<file path="config.mk">
export PLATFORM = sky130hd
export DESIGN_NAME = color_sequencer
export DESIGN_NICKNAME = d
export VERILOG_FILES = /design/src/rtl/color_sequencer_pkg.sv /design/src/rtl/color_sequencer_btn_debounce.sv /design/src/rtl/color_sequencer.sv
export SDC_FILE = /design/constraint.sdc
export NUM_CORES = 1
export LEC_CHECK = 0
export CORE_MARGIN = 1.5
export CORE_UTILIZATION = 53
export CTS_BUF_LIST = sky130_fd_sc_hd__clkbuf_8
export DETAILED_ROUTE_END_ITERATION = 12
export PLACE_DENSITY_LB_ADDON = 0.08
export SETUP_SLACK_MARGIN = 0.15
export SLEW_MARGIN = 20
export SYNTH_ARGS = -nofsm -noshare
export SYNTH_HDL_FRONTEND = slang
export SYNTH_SLANG_ARGS = --single-unit
</file>
<file path="constraint.sdc">
create_clock -name clk -period 3 [get_ports clk]
set_clock_uncertainty 0.15 [all_clocks]
set_input_delay 0.45 -clock clk [delete_from_list [all_inputs] [get_ports clk]]
set_output_delay 0.45 -clock clk [all_outputs]
set_load 0.005 [all_outputs]
</file>
<file path="src/rtl/color_sequencer_pkg.sv">
//------------------------------------------------------------------------------
// Module   : color_sequencer_pkg
// Brief    : Shared widths, reset colour, step-FSM encoding and counter sizing.
// Revision : 1.0 - initial release
//------------------------------------------------------------------------------
`default_nettype none

package color_sequencer_pkg;

    localparam int c_COLOR_W = 3;
    localparam int c_SQ_W    = 4;

    localparam logic [c_COLOR_W-1:0] c_COLOR_RESET = 3'b001;
    localparam logic [c_COLOR_W-1:0] c_COLOR_ONE   = 3'b001;

    typedef logic [1:0] step_state_t;

    localparam step_state_t c_ST_IDLE   = 2'd0;
    localparam step_state_t c_ST_PRESS  = 2'd1;
    localparam step_state_t c_ST_DELAY  = 2'd2;
    localparam step_state_t c_ST_REPEAT = 2'd3;

    // Bits needed for a counter that must hold every value 0..max_count.
    function automatic int cnt_width(input int max_count);
        return (max_count < 2) ? 1 : $clog2(max_count + 1);
    endfunction

endpackage

`default_nettype wire

</file>
<file path="src/rtl/color_sequencer_btn_debounce.sv">
//------------------------------------------------------------------------------
// Module   : color_sequencer_btn_debounce
// Brief    : Two-flop synchroniser followed by a stable-level debounce counter.
// Revision : 1.0 - initial release
//------------------------------------------------------------------------------
`default_nettype none

module color_sequencer_btn_debounce
    import color_sequencer_pkg::*;
#(
    parameter int DEBOUNCE_CYCLES = 16
) (
    input  logic clk,
    input  logic rst_n,
    input  logic i_raw,
    output logic o_level,
    output logic o_level_next
);

    localparam int                 c_CNT_W    = cnt_width(DEBOUNCE_CYCLES - 1);
    localparam logic [c_CNT_W-1:0] c_CNT_LAST = c_CNT_W'(DEBOUNCE_CYCLES - 1);
    localparam logic [c_CNT_W-1:0] c_CNT_ONE  = c_CNT_W'(1);

    logic [1:0]         r_sync;
    logic               r_level;
    logic [c_CNT_W-1:0] r_cnt;
    logic               w_differs;
    logic               w_accept;

    assign w_differs = r_sync[1] != r_level;
    assign w_accept  = w_differs && (r_cnt == c_CNT_LAST);

    always_ff @(posedge clk or negedge rst_n) begin
        if (!rst_n) begin
            r_sync  <= '0;
            r_level <= 1'b0;
            r_cnt   <= '0;
        end else begin
            r_sync <= {r_sync[0], i_raw};
            // Any agreeing cycle restarts the stability window.
            if (!w_differs || w_accept) begin
                r_cnt <= '0;
            end else begin
                r_cnt <= r_cnt + c_CNT_ONE;
            end
            if (w_accept) begin
                r_level <= r_sync[1];
            end
        end
    end

    assign o_level      = r_level;
    assign o_level_next = w_accept ? r_sync[1] : r_level;

endmodule

`default_nettype wire

</file>
<file path="src/rtl/color_sequencer.sv">
//------------------------------------------------------------------------------
// Module   : color_sequencer
// Brief    : Button-driven colour stepper with auto-repeat and idle demo mode.
// Revision : 1.0 - initial release
//------------------------------------------------------------------------------
`default_nettype none

module color_sequencer
    import color_sequencer_pkg::*;
#(
    parameter int DEBOUNCE_CYCLES = 16,
    parameter int REPEAT_DELAY    = 64,
    parameter int REPEAT_PERIOD   = 16,
    parameter int IDLE_TIMEOUT    = 256,
    parameter int DEMO_PERIOD     = 32
) (
    input  logic                 clk,
    input  logic                 rst_n,
    input  logic [1:0]           push_buttons,
    input  logic [c_SQ_W-1:0]    dip_switch,
    input  logic                 demo_en,
    output logic [c_COLOR_W-1:0] color,
    output logic [c_SQ_W-1:0]    squares,
    output logic                 demo_active,
    output logic                 step_pulse
);

    localparam int c_HOLD_MAX = ((REPEAT_DELAY > REPEAT_PERIOD) ? REPEAT_DELAY : REPEAT_PERIOD) - 1;
    localparam int c_HOLD_W   = cnt_width(c_HOLD_MAX);
    localparam int c_IDLE_W   = cnt_width(IDLE_TIMEOUT);
    localparam int c_DEMO_W   = cnt_width(DEMO_PERIOD - 1);

    localparam logic [c_HOLD_W-1:0] c_DELAY_LAST  = c_HOLD_W'(REPEAT_DELAY - 1);
    localparam logic [c_HOLD_W-1:0] c_PERIOD_LAST = c_HOLD_W'(REPEAT_PERIOD - 1);
    localparam logic [c_HOLD_W-1:0] c_HOLD_ONE    = c_HOLD_W'(1);
    localparam logic [c_IDLE_W-1:0] c_IDLE_MAX    = c_IDLE_W'(IDLE_TIMEOUT);
    localparam logic [c_IDLE_W-1:0] c_IDLE_ONE    = c_IDLE_W'(1);
    localparam logic [c_DEMO_W-1:0] c_DEMO_LAST   = c_DEMO_W'(DEMO_PERIOD - 1);
    localparam logic [c_DEMO_W-1:0] c_DEMO_ONE    = c_DEMO_W'(1);

    logic [1:0]           w_db;
    logic [1:0]           w_db_next;
    logic                 w_req;
    logic                 w_req_inc;

    logic [c_SQ_W-1:0]    r_dip_sync1;
    logic [c_SQ_W-1:0]    r_dip_sync2;
    logic [c_SQ_W-1:0]    r_squares;

    step_state_t          r_state;
    step_state_t          w_state_next;
    logic                 r_dir_inc;
    logic                 w_dir_inc_next;
    logic [c_HOLD_W-1:0]  r_hold;
    logic [c_HOLD_W-1:0]  w_hold_next;
    logic                 w_btn_step;

    logic [c_IDLE_W-1:0]  r_idle;
    logic                 w_idle_clr;
    logic                 r_demo_active;
    logic [c_DEMO_W-1:0]  r_demo_cnt;
    logic                 w_demo_step;

    logic [c_COLOR_W-1:0] r_color;
    logic                 r_step_pulse;

    for (genvar gi = 0; gi < 2; gi++) begin : g_btn
        color_sequencer_btn_debounce #(
            .DEBOUNCE_CYCLES(DEBOUNCE_CYCLES)
        ) u_debounce (
            .clk          (clk),
            .rst_n        (rst_n),
            .i_raw        (push_buttons[gi]),
            .o_level      (w_db[gi]),
            .o_level_next (w_db_next[gi])
        );
    end

    // The step FSM follows the debounced level being registered this edge,
    // so the press is acted on in the same cycle the debouncer accepts it.
    assign w_req     = |w_db_next;
    assign w_req_inc = w_db_next[0];

    always_ff @(posedge clk or negedge rst_n) begin
        if (!rst_n) begin
            r_dip_sync1 <= '0;
            r_dip_sync2 <= '0;
            r_squares   <= '0;
        end else begin
            r_dip_sync1 <= dip_switch;
            r_dip_sync2 <= r_dip_sync1;
            r_squares   <= r_dip_sync2;
        end
    end

    always_comb begin
        w_state_next   = r_state;
        w_dir_inc_next = r_dir_inc;
        w_hold_next    = '0;
        w_btn_step     = 1'b0;
        if (r_state == c_ST_IDLE) begin
            if (w_req) begin
                w_state_next   = c_ST_PRESS;
                w_dir_inc_next = w_req_inc;
            end
        end else if (!w_req) begin
            w_state_next = c_ST_IDLE;
        end else if (w_req_inc != r_dir_inc) begin
            // Owning button changed while held: restart as a fresh press.
            w_state_next   = c_ST_PRESS;
            w_dir_inc_next = w_req_inc;
        end else if (r_state == c_ST_PRESS) begin
            w_btn_step   = 1'b1;
            w_state_next = c_ST_DELAY;
        end else if (r_state == c_ST_DELAY) begin
            if (r_hold == c_DELAY_LAST) begin
                w_btn_step   = 1'b1;
                w_state_next = c_ST_REPEAT;
            end else begin
                w_hold_next = r_hold + c_HOLD_ONE;
            end
        end else begin
            if (r_hold == c_PERIOD_LAST) begin
                w_btn_step = 1'b1;
            end else begin
                w_hold_next = r_hold + c_HOLD_ONE;
            end
        end
    end

    always_ff @(posedge clk or negedge rst_n) begin
        if (!rst_n) begin
            r_state   <= c_ST_IDLE;
            r_dir_inc <= 1'b0;
            r_hold    <= '0;
        end else begin
            r_state   <= w_state_next;
            r_dir_inc <= w_dir_inc_next;
            r_hold    <= w_hold_next;
        end
    end

    assign w_idle_clr  = !demo_en || (|w_db) || w_req || (r_state != c_ST_IDLE);
    assign w_demo_step = r_demo_active && demo_en && !w_req && (r_demo_cnt == c_DEMO_LAST);

    always_ff @(posedge clk or negedge rst_n) begin
        if (!rst_n) begin
            r_idle        <= '0;
            r_demo_active <= 1'b0;
            r_demo_cnt    <= '0;
        end else begin
            if (w_idle_clr) begin
                r_idle <= '0;
            end else if (r_idle != c_IDLE_MAX) begin
                r_idle <= r_idle + c_IDLE_ONE;
            end

            if (!demo_en || w_req) begin
                r_demo_active <= 1'b0;
            end else if (r_idle == c_IDLE_MAX) begin
                r_demo_active <= 1'b1;
            end

            if (!r_demo_active || !demo_en || w_req || w_demo_step) begin
                r_demo_cnt <= '0;
            end else begin
                r_demo_cnt <= r_demo_cnt + c_DEMO_ONE;
            end
        end
    end

    // Button and demo steps are mutually exclusive: any request ends demo mode.
    always_ff @(posedge clk or negedge rst_n) begin
        if (!rst_n) begin
            r_color      <= c_COLOR_RESET;
            r_step_pulse <= 1'b0;
        end else if (w_btn_step) begin
            r_color      <= r_dir_inc ? (r_color + c_COLOR_ONE) : (r_color - c_COLOR_ONE);
            r_step_pulse <= 1'b1;
        end else if (w_demo_step) begin
            r_color      <= r_color + c_COLOR_ONE;
            r_step_pulse <= 1'b1;
        end else begin
            r_step_pulse <= 1'b0;
        end
    end

    assign color       = r_color;
    assign squares     = r_squares;
    assign demo_active = r_demo_active;
    assign step_pulse  = r_step_pulse;

endmodule

`default_nettype wire
</file>
**Yosys cells after proc, flatten, opt, wreduce, memory -nomap -nowiden**

Index checks and enable logic that the tools add are counted.

- Register bits: 54
- Input bits: 9
- Output and inout bits: 9
- Word-level logic and storage cells: 107

- $add $sub $neg: 7
- Equality and inequality tests: 15
- Muxes and demuxes: 39
- Reductions and logical operators: 29

Operator list:

| cell | count |
|---|---|
| $mux 6 | 7 |
| $mux 9 | 2 |
| $mux 1 | 17 |
| $mux 2 | 7 |
| $ne 5x1->1 const B | 2 |
| $reduce_bool 2->1 | 5 |
| $add 9x1->9 const B | 1 |
| $eq 9x9->1 const B | 1 |
| $logic_or 1x1->1 | 9 |
| $mux 3 | 3 |
| $ne 9x9->1 const B | 1 |
| $add 4x1->4 const B | 2 |
| $eq 4x4->1 const B | 2 |
| $mux 4 | 2 |
| $add 6x1->6 const B | 1 |
| $eq 6x4->1 const B | 1 |
| $eq 6x6->1 const B | 1 |
| $add 5x1->5 const B | 1 |
| $eq 5x5->1 const B | 1 |
| $logic_and 1x1->1 | 5 |
| $logic_not 1->1 | 5 |
| $mux 5 | 1 |
| $reduce_or 2->1 | 2 |
| $add 3x1->3 const B | 1 |
| other kinds (8) | 10 |

**Depth between registers and ports, before layout**

Gate-level depths: netlist of run 1.

- Depth in word-level cells: 9
- Gate-level depth with buffers: 7

**Cells and area by module**

A second synthesis of run 1 with hierarchy kept.

- Cells, all modules: 194
- Area, all modules: 2,296.0 µm²

Modules (own cells, without submodules):

| module | instances | cells an instance | area each (µm²) | seq. area each (µm²) |
|---|---|---|---|---|
| color_sequencer | 1 | 154 | 1,775.5 | 1,002.2 |
| color_sequencer_btn_debounce | 2 | 20 | 260.2 | 175.2 |

**Worst setup path after synthesis of run 1**

OpenSTA, ideal clock, no wires.

- Path kind: register to register
- From: register g_btn[1].u_debounce.r_cnt[0]
- To: register r_idle[1]
- Setup time: 73 ps
- Arrival: 1,864 ps
- Setup slack: 913 ps
- Stages on the path, launching flop included: 8
- Path buffers: 1
- Clock period less this slack: 2,087 ps
- Cell sequence: dfrtp_1 ha_1 nand3_2 mux2i_4 nand3_2 or4b_1 buf_6 a21oi_2

- Cells in the longest elaborated chain, start to end: 7

Ends and longest elaborated chain:

| item | line | text |
|---|---|---|
| from (decl) | color_sequencer_btn_debounce.sv:26 | `logic [c_CNT_W-1:0] r_cnt;` |
| from (signal assigned) | color_sequencer_btn_debounce.sv:44 | `r_cnt <= r_cnt + c_CNT_ONE;` |
| $eq 4x4->1 * | color_sequencer_btn_debounce.sv:31 | `assign w_accept = w_differs && (r_cnt == c_CNT_LAST);` |
| $logic_and 1x1->1 * | color_sequencer_btn_debounce.sv:31 |  |
| $mux 1 * | color_sequencer_btn_debounce.sv:53 | `assign o_level_next = w_accept ? r_sync[1] : r_level;` |
| $reduce_or 2->1 * | color_sequencer.sv:81 | `assign w_req = \|w_db_next;` |
| $logic_or 1x1->1 * (2 in series) | color_sequencer.sv:143 | `assign w_idle_clr = !demo_en \|\| (\|w_db) \|\| w_req \|\| (r_state != c_ST_IDLE);` |
| $mux 9 or $reduce_bool 2->1 (tied branches) | - |  |
| to (signal assigned) | color_sequencer.sv:155 | `r_idle <= r_idle + c_IDLE_ONE;` |
| to (decl) | color_sequencer.sv:58 | `logic [c_IDLE_W-1:0] r_idle;` |

Every way passes the cells marked *; elsewhere a longest branch is shown, timed or not.
A chain may end at the register's enable or synchronous reset.

**Final worst setup path of run 1**

- From: register g_btn[1].u_debounce.r_cnt[0]
- To: register r_idle[5]

The elaborated chain is that of the path after synthesis.

==> impl.org, run 1 <==
** Status
- The flow ran to the end, and the final reports show no timing, DRC or antenna violations.

** Logic synthesis
- The share of synthesized area in the top cell type comes to 0.5780.
- Among all cell types in the netlist, the one instantiated most often is sky130_fd_sc_hd__dfrtp_1.
- After synthesis, the netlist uses 41 different library cells.
- The biggest area contributor in the post-synthesis netlist is sky130_fd_sc_hd__dfrtp_1.
- Cell types occupying the most area after synthesis :: sky130_fd_sc_hd__dfrtp_1, sky130_fd_sc_hd__ha_1, sky130_fd_sc_hd__nor2_1, sky130_fd_sc_hd__xnor2_1, sky130_fd_sc_hd__xor2_1
- Synthesis produced 194 cells.
- For this run, the leading register cell type out of synthesis is sky130_fd_sc_hd__dfrtp_1.
- The synthesized design contains 0 enable-type register cells.
- The synthesized netlist occupies a cell area of 2295 µm².
- Sequential cell area fraction in the yosys report :: 0.5894
- Counting flops and latches in the post-synthesis netlist gives 54.
- Yosys printed 0 warnings.
- After synthesis, the most frequently instantiated cells are sky130_fd_sc_hd__dfrtp_1, sky130_fd_sc_hd__nor2_1, sky130_fd_sc_hd__inv_1, sky130_fd_sc_hd__xnor2_1, sky130_fd_sc_hd__nand3_1.
- Mapped Nets :: 212
- Syn avg cell area :: 11.83 µm²
- Share of flip-flops with an asynchronous set or reset :: 1.000

** Placed design
- Final RePlAce weighted congestion :: 0.7652
- Counting tap cells, the placed design contains a total of 261 instances.
- HPWL after detailed placement :: 2.748 mm
- Instance area at placement :: 2522 µm²
- Number of port buffers :: 17
- Worst slack at placement :: 0.6338 ns

** Timing
- Measured against its own limit, the worst slew margin works out to 0.6041.
- Setup repair after global routing left no endpoint under its margin.
- Setup slack after layout :: 0.6338 ns
- Total negative setup slack :: 0 ns
- Slew at the pin closest to its max-slew limit :: 0.5857 ns
- Fmax :: 0.4226 GHz
- Crit path time final :: 2.366 ns
- Setup violations remaining at the end of the flow were counted as 0.
- Number of pins with negative max-slew slack in the final report :: 0
- In the finished design, the share of the clock period the worst path needs comes to 0.7887.
- The final hold violation count came to 0.
- Worst hold margin :: 0.1976 ns

** Setup path
- Endpoint type of the worst setup path :: flip-flop
- Critical Path Start Type :: flip-flop
- Worst Path Required :: 3.08 ns
- In this run the worst path has a maximum fanout of 9.
- Crit path arrival time :: 2.45 ns
- Setup Crit Path Kind :: flip-flop to flip-flop
- Reg2Reg Setup Slack :: 0.63 ns

** Flow run
- Number of max-cap violations :: 0

** Drt
- DRT Wirelength :: 3.709 mm
- Via Count :: 1,440
- After detailed routing, the number of remaining DRC violations is 0.
- Antenna Violating Nets Remaining :: 0
- Avg Vias per Cell :: 5.333
- In the final routed layout, each cell accounts on average for 13.74 µm.
- Number of design-rule violations left by the first detailed-router iteration :: 44
- Iteration count of the initial detailed-routing pass :: 4

** GRT
- Vias in the first global route :: 1,408
- The initial antenna violation count is 0.
- Entering global routing, the biggest net connects 30 pins.
- Total global-route track usage :: 0.1833
- First-pass GRT wire length :: 6.161 mm
- Global-route congestion overflow total :: 0

** Die
- Effective utilization at floorplan :: 0.5615
- Placeable core region :: 4086 µm²
- In this run the core area contains 23 standard-cell rows.
- For this design the top-level I/O count stands at 18.
- The die covers 4733 µm².
- Width of the chip :: 68.80 µm
- The die is 68.80 µm tall.

** Clock network
- Clock latency on the worst-skew pair :: 0.31 ns
- Post-CTS timing repair inserted 0 buffers for setup.
- Clock tree from TritonCTS :: yes
- The clock passes through at most 2 buffers.
- Inserted Clock Buffers :: 5
- After clock tree synthesis, the clock-pin slew on the worst setup and hold paths is 0.10 ns.
- Clock tree synthesis found a total of 54 sinks.
- The H-tree was split into 2 levels.
- The root buffer cell chosen for the clock tree is sky130_fd_sc_hd__clkbuf_8.

** Hold path
- The min-delay analysis places its worst path in the category flip-flop to flip-flop.

** Power
- In this run the power density over the cells is 476.2 nW/µm².
- Lkg Pwr :: 1.204 nW
- Peak supply drop :: 306.6 µV

** Finish
- Post-synthesis to final-layout area growth :: 14.61%
- Total non-filler cell area in the finished layout :: 2630 µm²
- In the final layout, the share of cells above drive strength 1 is 0.1091.
- Count of antenna diodes in the layout :: 0
- Post-route non-filler standard cell count :: 270
- Layout Nets :: 237
-- where the power goes --
group | internal [mW] | leakage (nW) | switching (mW) | total [mW]
Sequential | 0.748 | 0.696 | 0.0133 | 0.761
Combinational | 0.0314 | 0.458 | 0.0342 | 0.0656
Clock | 0.175 | 0.0506 | 0.250 | 0.425
-- what timing repair did --
action	4_1_cts	5_1_grt
hold endpoints to repair	20	0
resized for setup	0	0
hold buffers	1	0
-- worst max-delay path: stages, from the launching register on --
cell	delay, ns
sky130_fd_sc_hd__dfrtp_1	0.42
sky130_fd_sc_hd__ha_1	0.26
sky130_fd_sc_hd__nand3_2	0.12
sky130_fd_sc_hd__mux2i_4	0.32
sky130_fd_sc_hd__nand3_2	0.13
sky130_fd_sc_hd__or4b_1	0.71
sky130_fd_sc_hd__nor2_1	0.19
-- worst paths after layout --
kind / endpoint / cells after the start / startpoint
worst max-delay path: r_idle[5] / 6 / g_btn[1].u_debounce.r_cnt[0]
worst min-delay path: r_dip_sync2[0] / 0 / r_dip_sync1[0]
worst max register to register: r_idle[5] / 6 / g_btn[1].u_debounce.r_cnt[0]
worst min register to register: r_dip_sync2[0] / 0 / r_dip_sync1[0]
max in group asynchronous: r_hold[0] / 4 / rst_n
min in group asynchronous: squares[1] / 2 / rst_n
-- stage by stage --
stage          power, mW    util
2_1_floorplan     0.8034       -
6_report           1.252  0.6436
5_1_grt            1.306  0.6436
3_3_place_gp      0.8379  0.6173
3_5_place_dp      0.8430  0.6173
4_1_cts            1.264  0.6436
-- cell families after synthesis --
| family | share of synthesized area |
|---|---|
| DFF | 0.5894 |
| muxes | 0.01908 |
| buffers and inverters | 0.02944 |
| adders and majority gates | 0.04907 |
| xor gates and xnor gates | 0.08015 |
| and+or+nand+nor | 0.1696 |
| AOI/OAI and AO/OA | 0.06325 |
-- placed cells by master, fill, tap and decap left out, types with 2 or more instances in the layout --
| master | instances |
|---|---|
| sky130_fd_sc_hd__and3_1 | 5 |
| sky130_fd_sc_hd__xnor2_1 | 12 |
| sky130_fd_sc_hd__a21oi_1 | 3 |
| sky130_fd_sc_hd__clkbuf_8 | 5 |
| sky130_fd_sc_hd__nor2_1 | 29 |
| sky130_fd_sc_hd__clkdlybuf4s50_1 | 16 |
| sky130_fd_sc_hd__nor4b_1 | 2 |
| sky130_fd_sc_hd__nand2_1 | 8 |
| sky130_fd_sc_hd__dfrtp_1 | 53 |
| sky130_fd_sc_hd__xor2_1 | 9 |
| sky130_fd_sc_hd__o21ai_1 | 2 |
| sky130_fd_sc_hd__a211o_1 | 2 |
| sky130_fd_sc_hd__nand2b_1 | 4 |
| sky130_fd_sc_hd__nand3_1 | 11 |
| sky130_fd_sc_hd__nor3_1 | 2 |
| sky130_fd_sc_hd__ha_1 | 9 |
| sky130_fd_sc_hd__inv_1 | 14 |
| sky130_fd_sc_hd__nand3_2 | 3 |
| sky130_fd_sc_hd__and4b_1 | 2 |
| sky130_fd_sc_hd__buf_4 | 2 |
-- cell type report --
type	count	area, µm²
flip-flops and latches	54	1353
well taps	50	62.56
clock buffers	5	68.82
inverters	14	52.55
clock inverters	3	28.78
fillers	325	1456
multi-input cells	124	874.6
repair buffers	20	190.2
-- registers in the layout, summed over array words and instances, names as in the netlist, 3 cells and up --
register	count
r_demo_cnt	5
r_hold	6
r_idle	9
r_dip_sync2	4
squares	4
g_btn.u_debounce.r_cnt	8
g_btn.u_debounce.r_sync	4
r_dip_sync1	4
color	3
-- layer usage --
metal | up-vias | wire, µm | share of wire | global-route usage
met2 | 17 | 1831 | 0.49 | 0.3161
met3 | 6 | 98 | 0.026 | 0.03896
met5 | - | 0 | 0 | 0
li1 | 705 | - | - | -
met4 | 0 | 55 | 0.015 | 0.08824
met1 | 712 | 1723 | 0.46 | 0.2173
Note: power is estimated with default switching activity, not from simulation.
==> inputs of run 2 (changes only) <==
==> constraint.sdc (replaced) <==
create_clock -name clk -period 2 [get_ports clk]
set_clock_uncertainty 0.15 [all_clocks]
set_input_delay 0.3 -clock clk [delete_from_list [all_inputs] [get_ports clk]]
set_output_delay 0.3 -clock clk [all_outputs]
set_load 0.005 [all_outputs]
==> run 2 against run 1 <==
Net effect: via count is 3.1% higher; highest routed layer unchanged; combinational power rose by 89%; design area up 11%; critical endpoint is now r_idle[8]; clock power up 62%; setup slack worse by 0.59 ns; critical path type unchanged.
==> impl.org, run 2 (synthesized netlist as in run 1, its figures left out) <==
** Timing
- The final-report setup violation count was 0 (unchanged).
- Setup repair after global routing missed its margin :: yes (was no)
- Crit path time final :: 1.960 ns (was 2.366 ns)
- Max-slew headroom :: 0.6277 (was 0.6041)
- Hold Vio Cnt, Final :: 0 (unchanged)
- Period utilization :: 0.9798 (was 0.7887)
- The achievable clock frequency came to 0.5103 GHz (was 0.4226 GHz).
- Slew at the pin closest to its max-slew limit :: 0.5507 ns (was 0.5857 ns)
- Total negative setup slack :: 0 ns (unchanged)
- Number of pins with negative max-slew slack in the final report :: 0 (unchanged)

** Setup path
- Cell with the largest stage delay on the worst path :: sky130_fd_sc_hd__or4b_4 (was sky130_fd_sc_hd__or4b_1)
- CP delay by family, top :: simple AND/OR/NAND/NOR gates (unchanged)
- Worst reg2reg path depth :: 6 (unchanged)
- The arrival time at the worst endpoint was 2.04 ns (was 2.45 ns).
- Highest cell delay on the worst timing path :: 0.59 ns (was 0.71 ns)
- Destination of the worst register-to-register timing path :: r_idle[8] (was r_idle[5])
- Setup Crit Path Kind :: flip-flop to flip-flop (unchanged)
- The total number of cells along the worst setup path came to 6 (unchanged).
- Worst Path Required :: 2.08 ns (was 3.08 ns)
- Reg2Reg Setup Slack :: 0.04 ns (was 0.63 ns)
- Worst R2R Start :: g_btn[0].u_debounce.r_cnt[1] (was g_btn[1].u_debounce.r_cnt[0])
- The kind of end point of the critical path is a flip-flop (unchanged).
- Critical Path, Cell by Cell: ha_4 > and4_4 > a21oi_4 > nand3_2 > or4b_4 > nor2_1 (was ha_1 > nand3_2 > mux2i_4 > nand3_2 > or4b_1 > nor2_1).
- Worst-path maximum fanout :: 9 (unchanged)
- The startpoint kind of the worst setup timing path is a flip-flop (unchanged).
- Crit path buf inv count :: 0 (unchanged)

** Clock network
- CTS clk-pin slew, worst paths :: 0.09 ns (was 0.10 ns)
- The CTS tree is yes (unchanged).
- The number of buffers on the longest clock path was 2 (unchanged).
- The root buffer selected by CTS was sky130_fd_sc_hd__clkbuf_8 (unchanged).
- Clock Sink Count :: 54 (unchanged)
- The clock network latency to the later pin of the worst-skew pair came to 0.30 ns (was 0.31 ns).
- The clock buffer count from CTS came to 5 (unchanged).
- The maximum level of the CTS H-tree is 2 (unchanged).

** Power
- Power consumption :: 1.957 mW (was 1.252 mW)
- The cell area power density was 670.7 nW/µm² (was 476.2 nW/µm²).
- The leakage power total was 1.305 nW (was 1.204 nW).
- Peak supply drop :: 689.3 µV (was 306.6 µV)

** Finish
- The flip-flop and latch area was 1353 µm² (unchanged).
- Top Registers: r_idle: 9 flops, g_btn.u_debounce.r_cnt: 8 flops, r_hold: 6 flops (unchanged).
- Layout Nets :: 252 (was 237)
- Post-synthesis to final-layout area growth :: 27.15% (was 14.61%)
- Final core utilization :: 0.7140 (was 0.6436)
- The register name with the most flops is r_idle (unchanged).
- Fraction of final layout cells sized beyond drive strength 1 :: 0.2426 (was 0.1091)
- Post-route non-filler standard cell count :: 285 (was 270)
- The flip-flop count of the largest register, all copies and words added came to 9 (unchanged).
- Most frequent standard cell in the layout excluding fill and tap cells :: sky130_fd_sc_hd__dfrtp_1 (unchanged)
- Most frequent cells in the layout: sky130_fd_sc_hd__dfrtp_1, sky130_fd_sc_hd__nor2_1, sky130_fd_sc_hd__clkdlybuf4s50_1 (unchanged).
- Multi-input logic area :: 1012 µm² (was 874.6 µm²)
- The final antenna diode count was 0 (unchanged).
- The fill cell instance count of the final layout was 295 (was 325).

** Drt
- The overall via count from detail_route came to 1,484 (was 1,440).
- Iteration count of the initial detailed-routing pass :: 4 (unchanged)
- Final routed DRC violation total :: 0 (unchanged)
- The wire length per cell was 13.74 µm (about the same).
- Avg Vias per Cell :: 5.207 (was 5.333)
- The remaining antenna violation count was 0 (unchanged).
- DRT Wirelength :: 3.916 mm (was 3.709 mm)
- The first-iteration detailed-routing DRC count came to 90 (was 44).

** Die
- The overall die height came to 68.80 µm (unchanged).
- Placeable core region :: 4086 µm² (unchanged)
- The cell row count is 23 (unchanged).
- The chip width came to 68.80 µm (unchanged).
- Number of top-level pins :: 18 (unchanged)
- Floorplan die area :: 4733 µm² (unchanged)
- The initial core utilization is 0.5615 (unchanged).

** GRT
- The aggregate global-route resource usage is 0.1842 (was 0.1833).
- Vias in the first global route :: 1,466 (was 1,408)
- The pin count of the biggest net entering global routing was 55 (was 30).
- The wire length of the first global-routing pass came to 6.313 mm (was 6.161 mm).
- Initial antenna violation count :: 0 (unchanged)
- Global-route congestion overflow total :: 0 (unchanged)

** Placed design
- Inst Count DP :: 271 (was 261)
- The last weighted congestion value of the routability-driven placer is 0.7863 (was 0.7652).
- HPWL after detailed placement :: 2.671 mm (was 2.748 mm)
- Number of port buffers :: 17 (unchanged)

** Flow run
- Number of max-cap violations :: 0 (unchanged)

** Status
- Outcome: complete, no violations (unchanged).

** Hold path
- The endpoint of the worst hold-timing path is squares[3] (was r_dip_sync2[0]).
- Worst min-delay path class :: flip-flop to flip-flop (unchanged)
- The number of cells traversed by the worst hold path came to 0 (unchanged).
- The critical hold path startpoint is r_dip_sync2[3] (was r_dip_sync1[0]).
==> run 2: changes by cell type in the layout (fill, tap and decap cells not counted), moves of 2 or more <==
cell                      before  now
sky130_fd_sc_hd__nor2_1       29   23
sky130_fd_sc_hd__o21ai_4       0    2
sky130_fd_sc_hd__nand3_4       0    2
sky130_fd_sc_hd__o21ai_1       2    0
sky130_fd_sc_hd__inv_4         0    2
sky130_fd_sc_hd__buf_4         2   13
sky130_fd_sc_hd__nor2_2        0    6
sky130_fd_sc_hd__buf_6         0    3
sky130_fd_sc_hd__ha_1          9    7
sky130_fd_sc_hd__nor3_1        2    0
==> run 2: where the power goes <==
| part | internal [mW] | switching [mW] |
|---|---|---|
| clock | 0.364 | 0.323 |
| combinational | 0.0668 | 0.0575 |
| sequential | 1.12 | 0.0230 |
==> run 2: timing repair <==
action / CTS / global route
pin swaps: 12 / 7
resized for setup: 17 / 14
hold buffers: 1 / 0
setup endpoints to repair: 24 / 25
setup buffers: 4 / 1
endpoints found under the hold margin: 53 / 0
==> run 2: worst register-to-register path, cell delays in order (launching register included) <==
cell and delay, ns:
sky130_fd_sc_hd__dfrtp_1 0.43, sky130_fd_sc_hd__ha_4 0.19, sky130_fd_sc_hd__and4_4 0.17, sky130_fd_sc_hd__a21oi_4 0.15, sky130_fd_sc_hd__nand3_2 0.10, sky130_fd_sc_hd__or4b_4 0.59
sky130_fd_sc_hd__nor2_1 0.12
==> run 2: cell type report <==
| cell class | instances | share of cell area |
|---|---|---|
| clock buffers | 5 | 0.02358 |
| clock inverters | 3 | 0.01286 |
| inverters | 14 | 0.01973 |
| multi-input cells | 124 | 0.3469 |
| flip-flops and latches | 54 | 0.4636 |
| well taps | 50 | 0.02144 |
| repair buffers | 35 | 0.1119 |
==> run 2: metrics by stage <==
stage	instance area [µm²]	setup slack (ns)	hold WS [ns]
after CTS	2853	0.04158	0.2069
final	2918	0.04041	0.2034
after global placement	2621	-0.006049	0.1592
after detailed placement	2621	-0.07751	0.1640
after floorplan	2306	-0.02449	-0.1456
after global routing	2918	-0.02498	0.2160
==> run 2: per-layer routing <==
layer | GRT usage | vias up | wire length (µm)
met1 | 0.2269 | 725 | 1754
met4 | 0.06863 | 0 | 55
met3 | 0.04870 | 6 | 104
met5 | 0 | - | 0
li1 | - | 732 | -
met2 | 0.3113 | 21 | 2003
==> run 2: worst max path at each step <==
stage	slack, ns	from	to
2_1_floorplan	-0.02	g_btn[1].u_debounce.r_cnt[0]	r_idle[1]
3_3_place_gp	-0.006	g_btn[1].u_debounce.r_cnt[1]	r_idle[1]
3_5_place_dp	-0.08	g_btn[0].u_debounce.r_cnt[0]	r_idle[8]
4_1_cts	0.04	g_btn[0].u_debounce.r_cnt[1]	r_idle[8]
5_1_grt	-0.02	g_btn[0].u_debounce.r_cnt[1]	r_idle[8]
6_report	0.04	g_btn[0].u_debounce.r_cnt[1]	r_idle[8]
